--- config.mk ---
export PLATFORM = sky130hd
export DESIGN_NAME = rs_enc_ctrl
export DESIGN_NICKNAME = d
export VERILOG_FILES = /design/src/rtl/rs_enc_pkg.sv /design/src/rtl/gf16mul.sv /design/src/rtl/rs_enc_lfsr.sv /design/src/rtl/rs_enc_ctrl.sv
export SDC_FILE = /design/constraint.sdc
export NUM_CORES = 1
export LEC_CHECK = 0
export BUFFER_PORTS_ARGS = -buffer_cell sky130_fd_sc_hd__clkbuf_2
export CAP_MARGIN = 0
export CORE_MARGIN = 5
export CORE_UTILIZATION = 57
export DETAILED_ROUTE_END_ITERATION = 16
export PLACE_DENSITY = 0.84
export SLEW_MARGIN = 20
export SYNTH_ARGS = -nofsm -noshare
export SYNTH_HDL_FRONTEND = slang
export SYNTH_SLANG_ARGS = --single-unit
--- constraint.sdc ---
create_clock -name clk -period 1.9 [get_ports clk]
set_input_delay 0.19 -clock clk [delete_from_list [all_inputs] [get_ports clk]]
set_output_delay 0.19 -clock clk [all_outputs]
set_load 0.03 [all_outputs]
--- src/rtl/rs_enc_pkg.sv ---
// Shared constants and types for the RS(15,11) encoder over GF(16), primitive polynomial x^4+x+1.
// Generator g(x) = (x+a)(x+a^2)(x+a^3)(x+a^4) = x^4 + 13x^3 + 12x^2 + 8x + 7.
package rs_enc_pkg;

    localparam int GF16_W  = 4;
    localparam int RS_N    = 15;
    localparam int RS_K    = 11;
    localparam int RS_NPAR = RS_N - RS_K;
    localparam int CNT_W   = 4;

    // Low bits of x^4 after reduction: x^4 = x + 1
    localparam logic [GF16_W-1:0] GF16_POLY_LO = 4'b0011;

    localparam logic [GF16_W-1:0] G0 = 4'd7;
    localparam logic [GF16_W-1:0] G1 = 4'd8;
    localparam logic [GF16_W-1:0] G2 = 4'd12;
    localparam logic [GF16_W-1:0] G3 = 4'd13;
    localparam logic [GF16_W-1:0] G_COEF [RS_NPAR] = '{G0, G1, G2, G3};

    localparam logic [CNT_W-1:0] CNT_LAST_DATA = CNT_W'(RS_K - 1);
    localparam logic [CNT_W-1:0] CNT_LAST      = CNT_W'(RS_N - 1);

    typedef enum logic [0:0] {
        ST_DATA   = 1'b0,
        ST_PARITY = 1'b1
    } rs_state_t;

endpackage

--- src/rtl/gf16mul.sv ---
// Combinational GF(16) multiplier, polynomial basis, field polynomial x^4+x+1.
module gf16mul
    import rs_enc_pkg::*;
(
    input  logic [GF16_W-1:0] a,
    input  logic [GF16_W-1:0] b,
    output logic [GF16_W-1:0] p
);

    logic [GF16_W-1:0] shifted;

    // Shift-and-add: shifted holds a*x^i reduced mod the field polynomial
    always_comb begin
        shifted = a;
        p       = '0;
        for (int i = 0; i < GF16_W; i++) begin
            if (b[i]) begin
                p = p ^ shifted;
            end
            shifted = {shifted[GF16_W-2:0], 1'b0} ^ (shifted[GF16_W-1] ? GF16_POLY_LO : '0);
        end
    end

endmodule

--- src/rtl/rs_enc_lfsr.sv ---
// Parity LFSR for RS(15,11): divides the message by g(x) while feeding, then shifts the
// remainder out highest-degree first on r3.
module rs_enc_lfsr
    import rs_enc_pkg::*;
(
    input  logic              clk,
    input  logic              rst_n,
    input  logic              shift_en,
    input  logic              feed_en,
    input  logic [GF16_W-1:0] din,
    input  logic              clr,
    output logic [GF16_W-1:0] r3
);

    logic [GF16_W-1:0] r_reg [RS_NPAR];
    logic [GF16_W-1:0] prod  [RS_NPAR];
    logic [GF16_W-1:0] fb;

    assign fb = din ^ r_reg[RS_NPAR-1];
    assign r3 = r_reg[RS_NPAR-1];

    genvar gi;
    generate
        for (gi = 0; gi < RS_NPAR; gi++) begin : g_tap
            gf16mul u_mul (
                .a (fb),
                .b (G_COEF[gi]),
                .p (prod[gi])
            );
        end
    endgenerate

    // Shifting in zeros empties the register as the parity drains, so the next codeword
    // starts from a clean state without an explicit clear.
    always_ff @(posedge clk or negedge rst_n) begin
        if (!rst_n) begin
            for (int i = 0; i < RS_NPAR; i++) r_reg[i] <= '0;
        end else if (clr) begin
            for (int i = 0; i < RS_NPAR; i++) r_reg[i] <= '0;
        end else if (feed_en) begin
            r_reg[0] <= prod[0];
            for (int i = 1; i < RS_NPAR; i++) r_reg[i] <= r_reg[i-1] ^ prod[i];
        end else if (shift_en) begin
            r_reg[0] <= '0;
            for (int i = 1; i < RS_NPAR; i++) r_reg[i] <= r_reg[i-1];
        end
    end

endmodule

--- src/rtl/rs_enc_ctrl.sv ---
// RS(15,11) encoder controller: passes 11 message symbols through, then emits p3..p0.
// Optional RS_ENC_CTRL_ABORT_EN adds s_abort, which discards the codeword in progress.
module rs_enc_ctrl
    import rs_enc_pkg::*;
(
    input  logic              clk,
    input  logic              rst_n,
`ifdef RS_ENC_CTRL_ABORT_EN
    input  logic              s_abort,
`endif
    input  logic              s_valid,
    output logic              s_ready,
    input  logic [GF16_W-1:0] s_data,
    output logic              m_valid,
    input  logic              m_ready,
    output logic [GF16_W-1:0] m_data,
    output logic              m_sop,
    output logic              m_eop
);

    rs_state_t         state_reg, state_next;
    logic [CNT_W-1:0]  cnt_reg, cnt_next;
    logic              armed_reg;
    logic              m_valid_reg, m_sop_reg, m_eop_reg;
    logic [GF16_W-1:0] m_data_reg;

    logic              out_free, data_xfer, par_xfer, abort_hit;
    logic              lfsr_feed, lfsr_shift, lfsr_clr;
    logic [GF16_W-1:0] r3;

    rs_enc_lfsr u_lfsr (
        .clk      (clk),
        .rst_n    (rst_n),
        .shift_en (lfsr_shift),
        .feed_en  (lfsr_feed),
        .din      (s_data),
        .clr      (lfsr_clr),
        .r3       (r3)
    );

    always_comb begin
        state_next = state_reg;
        cnt_next   = cnt_reg;
        out_free   = !m_valid_reg || m_ready;
        s_ready    = (state_reg == ST_DATA) && out_free && armed_reg;
        data_xfer  = s_valid && s_ready;
        par_xfer   = (state_reg == ST_PARITY) && out_free;
`ifdef RS_ENC_CTRL_ABORT_EN
        // Symbol 0 arriving with abort starts a fresh codeword anyway, so let it through.
        abort_hit  = s_abort && !(data_xfer && (cnt_reg == '0));
`else
        abort_hit  = 1'b0;
`endif
        lfsr_feed  = data_xfer && !abort_hit;
        lfsr_shift = par_xfer && !abort_hit;
        lfsr_clr   = abort_hit;

        if (abort_hit) begin
            state_next = ST_DATA;
            cnt_next   = '0;
        end else if (lfsr_feed) begin
            cnt_next = cnt_reg + CNT_W'(1);
            if (cnt_reg == CNT_LAST_DATA) begin
                state_next = ST_PARITY;
            end
        end else if (lfsr_shift) begin
            if (cnt_reg == CNT_LAST) begin
                cnt_next   = '0;
                state_next = ST_DATA;
            end else begin
                cnt_next = cnt_reg + CNT_W'(1);
            end
        end
    end

    always_ff @(posedge clk or negedge rst_n) begin
        if (!rst_n) begin
            state_reg <= ST_DATA;
            cnt_reg   <= '0;
            armed_reg <= 1'b0;
        end else begin
            state_reg <= state_next;
            cnt_reg   <= cnt_next;
            armed_reg <= 1'b1;
        end
    end

    // Single output stage; holds its contents while the sink stalls.
    always_ff @(posedge clk or negedge rst_n) begin
        if (!rst_n) begin
            m_valid_reg <= 1'b0;
            m_data_reg  <= '0;
            m_sop_reg   <= 1'b0;
            m_eop_reg   <= 1'b0;
        end else if (abort_hit) begin
            m_valid_reg <= 1'b0;
            m_sop_reg   <= 1'b0;
            m_eop_reg   <= 1'b0;
        end else if (lfsr_feed) begin
            m_valid_reg <= 1'b1;
            m_data_reg  <= s_data;
            m_sop_reg   <= (cnt_reg == '0);
            m_eop_reg   <= 1'b0;
        end else if (lfsr_shift) begin
            m_valid_reg <= 1'b1;
            m_data_reg  <= r3;
            m_sop_reg   <= 1'b0;
            m_eop_reg   <= (cnt_reg == CNT_LAST);
        end else if (out_free) begin
            m_valid_reg <= 1'b0;
        end
    end

    assign m_valid = m_valid_reg;
    assign m_data  = m_data_reg;
    assign m_sop   = m_sop_reg;
    assign m_eop   = m_eop_reg;

endmodule

### Yosys cells after proc, flatten, opt, wreduce, memory -nomap -nowiden

Index checks and enable logic that the tools add are counted.
Widths: inputs -> output; s select.

* logic and storage cells: 60
* register bits: 29
* bits in writable memories: 0
* memories: 0
* input port bits: 8
* bits in latches: 0
* output and inout bits: 8
* memory bits (read-only): 0

* multiply operators: 0
* equality and inequality tests: 3
* div/mod/pow operators: 0
* magnitude comparators: 0
* reductions and logical operators: 11
* $add $sub $neg: 1
* bitwise operators: 13
* multiplexer cells: 21
* shift operators: 0

Operators with widths (count)
* $xor 4x4->4: 10
* $mux 16: 2
* $mux 4: 5
* $mux 1: 11
* $eq 4x4->1 const B: 2
* $xor 4x2->4: 2
* $mux 2: 3
* $add 4x1->4 const B: 1
* $logic_and 1x1->1: 4
* $logic_not 4->1: 1
* $reduce_bool 2->1: 2
* $reduce_and 3->1: 1
* $reduce_bool 3->1: 1
* $ne 2x1->1 const B: 1
* $logic_not 1->1: 1
* $logic_or 1x1->1: 1
* $not 1->1: 1

### Logic depth before layout (Yosys ltp)

Gate-level depths: netlist (run 1).

* depth in word-level cells: 10
* mapped depth: 6
* mapped depth without buffers: 6

### Cells and area by module

Synthesis (run 1) repeated with hierarchy kept, for this count alone.

* cells, all modules: 300
* area total of the unflattened synthesis: 2655.0 um2

By module, submodules not included
* gf16mul: cells an instance 35, area each 254.0 um2, times used 4, seq. area each 0.0 um2
* rs_enc_lfsr: cells an instance 81, area each 908.4 um2, times used 1, seq. area each 400.4 um2
* rs_enc_ctrl: cells an instance 79, area each 730.7 um2, times used 1, seq. area each 325.3 um2

### Worst setup path before layout (run 1)

OpenSTA, ideal clock, no wires.

* path kind: reg-to-reg
* start: reg m_valid_reg, in the netlist m_valid
* end: reg m_data_reg[0], in the netlist m_data[0]
* data required time: 1773 ps
* library setup time: 127 ps
* cell stages (with the launch flop): 6
* arrival: 1578 ps
* path buffers: 2
* path slack: 195 ps
* period minus slack after synthesis: 1705 ps
* path through: dfrtp_1 > nand2b_1 > clkbuf_1 > nand2_1 > clkbuf_1 > a221o_2

* longest elaborated chain between the ends: 6
* elaborated cells on any way between the ends: 8
* those cells by class: mux (1); reduce/logical (7)

Ends and longest elaborated chain
* from (decl): RTL line rs_enc_ctrl.sv:24 `logic m_valid_reg, m_sop_reg, m_eop_reg;`
* from (signal assigned): RTL line rs_enc_ctrl.sv:91 `m_valid_reg <= 1'b0;`
* from (signal assigned): RTL line rs_enc_ctrl.sv:96 `m_valid_reg <= 1'b0;`
* from (signal assigned): RTL line rs_enc_ctrl.sv:100 `m_valid_reg <= 1'b1;`
* $logic_not 1->1 *: RTL line rs_enc_ctrl.sv:44 `out_free = !m_valid_reg || m_ready;`
* $logic_or 1x1->1 *: RTL line rs_enc_ctrl.sv:44
* $logic_and 1x1->1 (2 in a row): RTL line rs_enc_ctrl.sv:45 `s_ready = (state_reg == ST_DATA) && out_free && armed_reg;`
* $logic_and 1x1->1: RTL line rs_enc_ctrl.sv:46 `data_xfer = s_valid && s_ready;`
* $mux 4 or $reduce_bool 2->1 (tied branches)
* to (signal assigned): RTL line rs_enc_ctrl.sv:101 `m_data_reg <= s_data;`
* to (signal assigned): RTL line rs_enc_ctrl.sv:106 `m_data_reg <= r3;`
* to (decl): RTL line rs_enc_ctrl.sv:25 `logic [GF16_W-1:0] m_data_reg;`

Every way passes the cells marked *; elsewhere a longest branch is shown, timed or not.
A chain may end at the register's enable or synchronous reset.

### Worst setup path after layout (run 1)

* start: reg state_reg
* end: reg u_lfsr.r_reg, in the netlist u_lfsr.r3[2]

* longest elaborated chain between the ends: 5
* elaborated cells on any way between the ends: 7
* those cells by class: mux (1); bitwise (1); reduce/logical (5)

Ends and longest elaborated chain
* from (decl): RTL line rs_enc_ctrl.sv:21 `rs_state_t state_reg, state_next;`
* from (signal assigned): RTL line rs_enc_ctrl.sv:82 `state_reg <= state_next;`
* $not 1->1: RTL line rs_enc_ctrl.sv:45
* $logic_and 1x1->1 (2 in a row): RTL line rs_enc_ctrl.sv:45
* $logic_and 1x1->1: RTL line rs_enc_ctrl.sv:46
* $mux 16 or $reduce_bool 2->1 (tied branches)
* to (decl): RTL line rs_enc_lfsr.sv:15 `logic [GF16_W-1:0] r_reg [RS_NPAR];`

Several ways; a longest one is shown, not always the timed one.

==> reports/qor.yml, run 1 <==
synthesis:
  ys_seq_area_share_pct: 45.0
  synth_area_leaders: "dfrtp_1, nand2_1, xnor2_1"
  synth_top_cell_by_area: "dfrtp_1"
  yosys_warnings: 0
  synth_cell_types: 38
  synthTopCellsByCount: "dfrtp_1, nand2_1, o21ai_0, clkbuf_1"
  synth_edf_count: 0
  syn-cell-area_um2: 1610
  syn_nets: 169
  ys_seq_elements: 29
  ys.flop_type: "dfrtp_1"
  syn_inst: 158
  postSynthAreaPerCell_um2: 10.2
  synth_top_area_share_pct: 45.0
  async_reset_ff_share_pct: 100
  synth.most_common_cell: "dfrtp_1"
placed_design:
  place_ws_ns: 0.207
  place_congestion: 0.814
  place_hpwl_um: 2260
  place_inst: 201
  place_area_um2: 1750
  port_buffers: 15
hold_path:
  hp-class: "primary input to register"
  min-delay-start: "s_data[3]"
worst_setup_path:
  rr_startpoint: "state_reg"
  crit_path_start_kind: "register"
  worstPathMaxFanout: 14
  reg2reg_slack_ns: 0.18
  crit_required_ns: 2.12
  crit_type: "register to register"
  startpoint: "state_reg"
  critPathCaptureType: "register"
  arrival_ns: 1.94
timing:
  setup_violations: 0
  finalMaxSlewViolations: 0
  whs_ns: 0.100
  period_needed_ns: 1.72
  fin_ws_ns: 0.181
  max_slew_margin_pct: 52.6
  tns_ns: 0
  tightest_slew_ns: 0.710
  hold_violations: 0
  rsz0062_at_grt: "no"
  fin_crit_sh_pct: 90.5
  max_clock_freq_mhz: 582
  finalClockSkew_ns: 0.0126
grt:
  grt_first_pass_wirelength_um: 5840
  antenna_found_initial: 0
  grtUsageMet3_pct: 5.86
  met2_usage_pct: 32.1
  grt_use_total_pct: 18.5
  overflow: 0
  grt_pass1_vias: 1276
  grt_max_degree: 30
  grtUsageMet1_pct: 21.5
  grt.busiest_layer: "met2"
layout:
  final_core_utilization_pct: 67.6
  syn2layout_area_growth_pct: 14.4
  nets: 189
  final_area_um2: 1850
  diodes: 0
  nFillCells: 206
  drive_gt1_share_pct: 19.6
  fin_cells: 210
  largest_reg_flops: 12
die:
  core_area_um2: 2730
  die_w_um: 63.2
  fp.dieH_um: 63.2
  dieArea_um2: 4000
  fp-row-count: 19
  ios: 16
  initial_utilization_pct: 59.0
cts:
  htree_levels: 2
  root_buffer: "clkbuf_4"
  clock_path_buffers: 2
  cts.sinks: 29
  cts_tree: "done"
  clkLatencyLatePin_ns: 0.33
  cts_made_buffers: 5
  clk_pin_slew_ns: 0.10
  post_cts_buffers: 0
job:
  maxCapViolCount: 0
routing:
  drtAntennaViolNets: 0
  detail_route.iter0.violations: 105
  post_drt_via_cell_ratio: 5.97
  drt_wl_total_um: 3280
  route.detailed.drc: 0
  drt_pre_antenna_iters: 5
  vias: 1253
  wl_per_cell_um: 15.6
run_status:
  outcome: "finished, final reports clean"
pwr:
  power_density_nw_per_um2: 1370
  fin_total_pwr_mw: 2.53
  ir_drop_mv: 0.943
  cellLeakagePower_nw: 0.841
## cell usage in the layout, fill, tap and decap left out, types with 2 or more instances in the layout
| cell type | n |
|---|---|
| o21ai_0 | 12 |
| dfrtp_1 | 29 |
| nand2_1 | 18 |
| nand3_1 | 6 |
| nor2_1 | 6 |
| buf_4 | 5 |
| xnor2_2 | 2 |
| or3_1 | 7 |
| o311ai_0 | 3 |
| and2_1 | 3 |
| xnor3_1 | 2 |
| ha_1 | 3 |
| a32o_1 | 2 |
| inv_1 | 6 |
| a32oi_1 | 3 |
| a21oi_1 | 2 |
| o21a_1 | 2 |
| a221o_1 | 2 |
| a31oi_1 | 6 |
| o211ai_1 | 6 |
| clkbuf_4 | 5 |
| clkbuf_2 | 15 |
| nor3_1 | 4 |
| xor2_1 | 3 |
| xnor2_1 | 7 |
## metal layers
layer	routed length (um)	vias up
met5	0	-
met4	51	0
met3	124	4
met2	1690	21
met1	1410	612
li1	-	616
## worst paths after layout
kind / end / cells after the start
setup / recovery: u_lfsr.r3[2] / 4
hold / removal: m_data[3] / 3
setup reg to reg: u_lfsr.r3[2] / 4
hold reg to reg: m_data[1] / 2
max in group asynchronous: u_lfsr.r_reg[15] / 2
min in group asynchronous: cnt_reg[1] / 2
## logic make-up (layout without fill, tap and decap cells)
kind of cell	count (synthesis)	count (layout)	synth area share [%]
XOR/XNOR	17	17	15.1
flip-flops	29	29	45.0
adder cells (fa/ha/maj)	3	3	2.33
AND/OR/NAND/NOR	50	50	15.0
other	1	1	0.232
buffers and inverters	15	36	3.49
AO/OA/AOI/OAI	43	43	18.8
## timing repair
| item | CTS | global route |
|---|---|---|
| gates resized for setup | 0 | 0 |
| hold buffers | 1 | 0 |
| hold endpoints to repair | 29 | 0 |
## where the power goes
group          total, mW  internal, mW  switching, mW
clock              0.524         0.314          0.210
combinational       1.11         0.493          0.612
sequential         0.901         0.763          0.137
## worst max-delay path, stage by stage, from the launching register on
cell and delay (ns):
dfrtp_1 0.41, nor2b_1 0.24, and3_1 0.52, a211oi_1 0.15
a211o_1 0.29
## area by class of cell
class                      count  area, um2  area share, %
multi-input combinational    114        832           45.1
sequential                    29        726           39.3
timing repair buffer          22        143           7.72
clock buffer                   7       55.1           2.98
tap                           31       38.8           2.10
clock inverter                 1       30.0           1.63
inverter                       6       22.5           1.22
Power figures use the tool's default switching activity.
==> run 2, diff against run 1 <==
--- a/config.mk
+++ b/config.mk
@@ -7,7 +7,6 @@
 export LEC_CHECK = 0
 export BUFFER_PORTS_ARGS = -buffer_cell sky130_fd_sc_hd__clkbuf_2
 export CAP_MARGIN = 0
-export CORE_MARGIN = 5
 export CORE_UTILIZATION = 57
 export DETAILED_ROUTE_END_ITERATION = 16
 export PLACE_DENSITY = 0.84
==> run 2 against run 1 <==
- clock skew is 0.0017 ns lower
- total power is 1.9% higher
- register-to-register slack better by 0.02 ns
- fmax is 1.4% higher
- sequential cell count stayed put
- non-clock buffer count is 1 higher
- critical endpoint is now u_lfsr.r3[0]
- largest cell class unchanged
==> reports/qor.yml, run 2 (synthesized netlist as in run 1, its figures left out) <==
timing:
  rsz0062_at_grt: "no"
  hold_violations: 0
  period_needed_ns: 1.69
  tns_ns: 0
  max_slew_margin_pct: 53.2
  max_clock_freq_mhz: 590
  setup_violations: 0
  tightest_slew_ns: 0.702
  fin_crit_sh_pct: 89.2
  finalClockSkew_ns: 0.0109
  finalMaxSlewViolations: 0
routing:
  post_drt_via_cell_ratio: 6.10
  drt_wl_total_um: 3370
  drt_pre_antenna_iters: 4
  vias: 1282
  wl_per_cell_um: 16.1
  drtAntennaViolNets: 0
  detail_route.iter0.violations: 63
  route.detailed.drc: 0
grt:
  overflow: 0
  grt_max_degree: 30
  grt_first_pass_wirelength_um: 5920
  grt_use_total_pct: 25.4
  antenna_found_initial: 0
  grt_pass1_vias: 1254
layout:
  final_core_utilization_pct: 71.8
  multiInputGateArea_um2: 832
  final_common_cell: "dfrtp_1"
  regArea_um2: 726
  syn2layout_area_growth_pct: 14.3
  mostFrequentLayoutCells: "dfrtp_1, nand2_1, clkbuf_2"
  nFillCells: 187
  diodes: 0
  largest_reg_flops: 12
  final_area_um2: 1840
  drive_gt1_share_pct: 20.6
  nets: 190
die:
  dieArea_um2: 3050
  fp-row-count: 18
  core_area_um2: 2570
  fp.dieH_um: 55.2
  initial_utilization_pct: 62.9
  ios: 16
  die_w_um: 55.2
pwr:
  ir_drop_mv: 1.11
  cellLeakagePower_nw: 0.839
  power_density_nw_per_um2: 1400
cts:
  clk_pin_slew_ns: 0.10
  root_buffer: "clkbuf_4"
  cts_tree: "done"
  htree_levels: 2
  cts.repair.resized: 0
  cts_made_buffers: 5
  post_cts_buffers: 0
  clock_path_buffers: 2
  clkLatencyLatePin_ns: 0.34
  cts.sinks: 29
worst_setup_path:
  critPathCaptureType: "register"
  arrival_ns: 1.95
  crit_required_ns: 2.15
  crit_path_start_kind: "register"
  crit_type: "register to register"
  worstPathMaxFanout: 6
  r2r_cells: 4
run_status:
  outcome: "finished, final reports clean"
placed_design:
  place_area_um2: 1750
  place_congestion: 0.842
  port_buffers: 15
  place_hpwl_um: 2380
hold_path:
  hold_depth: 3
  hp-class: "primary input to register"
job:
  maxCapViolCount: 0
[run 2: final cells by class]
class / count / area share [%]
Clock buffer: 6 / 2.78
Timing Repair Buffer: 23 / 7.46
Clock inverter: 2 / 2.04
Sequential cell: 29 / 39.3
Tap cell: 30 / 2.04
Inverter: 6 / 1.22
Multi-Input combinational cell: 114 / 45.1
[run 2: metal layers]
metal  global-route usage [%]  vias up  wire, um
li1                         -      614         -
met1                     34.9      616      1550
met2                     38.2       45      1560
met3                     7.26        7       202
met4                     9.64        0        55
met5                        0        -         0
[run 2: report_power, final]
group          leakage, nW  internal [mW]  total (mW)  switching [mW]
clock network       0.0445          0.313       0.542           0.229
registers            0.376          0.763       0.915           0.152
logic                0.418          0.491        1.12           0.629
total                0.839           1.57        2.58            1.01
[run 2: worst max-delay path: stages, from the launching register on]
cell and delay [ns]:
dfrtp_1 0.49, xnor2_4 0.33, xnor3_1 0.40, or3_1 0.32, o221ai_1 0.07
[run 2: final timing paths]
check                      slack (ns)               to         start
min                               0.1        m_data[1]     s_data[1]
min in group asynchronous        0.42       cnt_reg[2]         rst_n
max in group asynchronous        1.03  u_lfsr.r_reg[7]         rst_n
max                              0.21     u_lfsr.r3[0]  u_lfsr.r3[2]
min reg2reg                      0.50            m_sop         m_sop
max reg2reg                      0.21     u_lfsr.r3[0]  u_lfsr.r3[2]
[run 2: what timing repair did]
| action | 4_1_cts | 5_1_grt |
|---|---|---|
| endpoints found under the setup margin | 0 | 0 |
| endpoints found under the hold margin | 29 | 0 |
| hold buffers | 1 | 0 |
[run 2: per-stage QoR]
step           setup slack, ns  total power [mW]  hold WS, ns  instances
2_1_floorplan            0.195              1.74       -0.106        158
3_3_place_gp             0.265              1.98        0.263        201
3_5_place_dp             0.241              2.03        0.275        201
4_1_cts                  0.206              2.58       0.0790        210
5_1_grt                  0.114              2.75        0.102        210
6_report                 0.205              2.58       0.0957        210
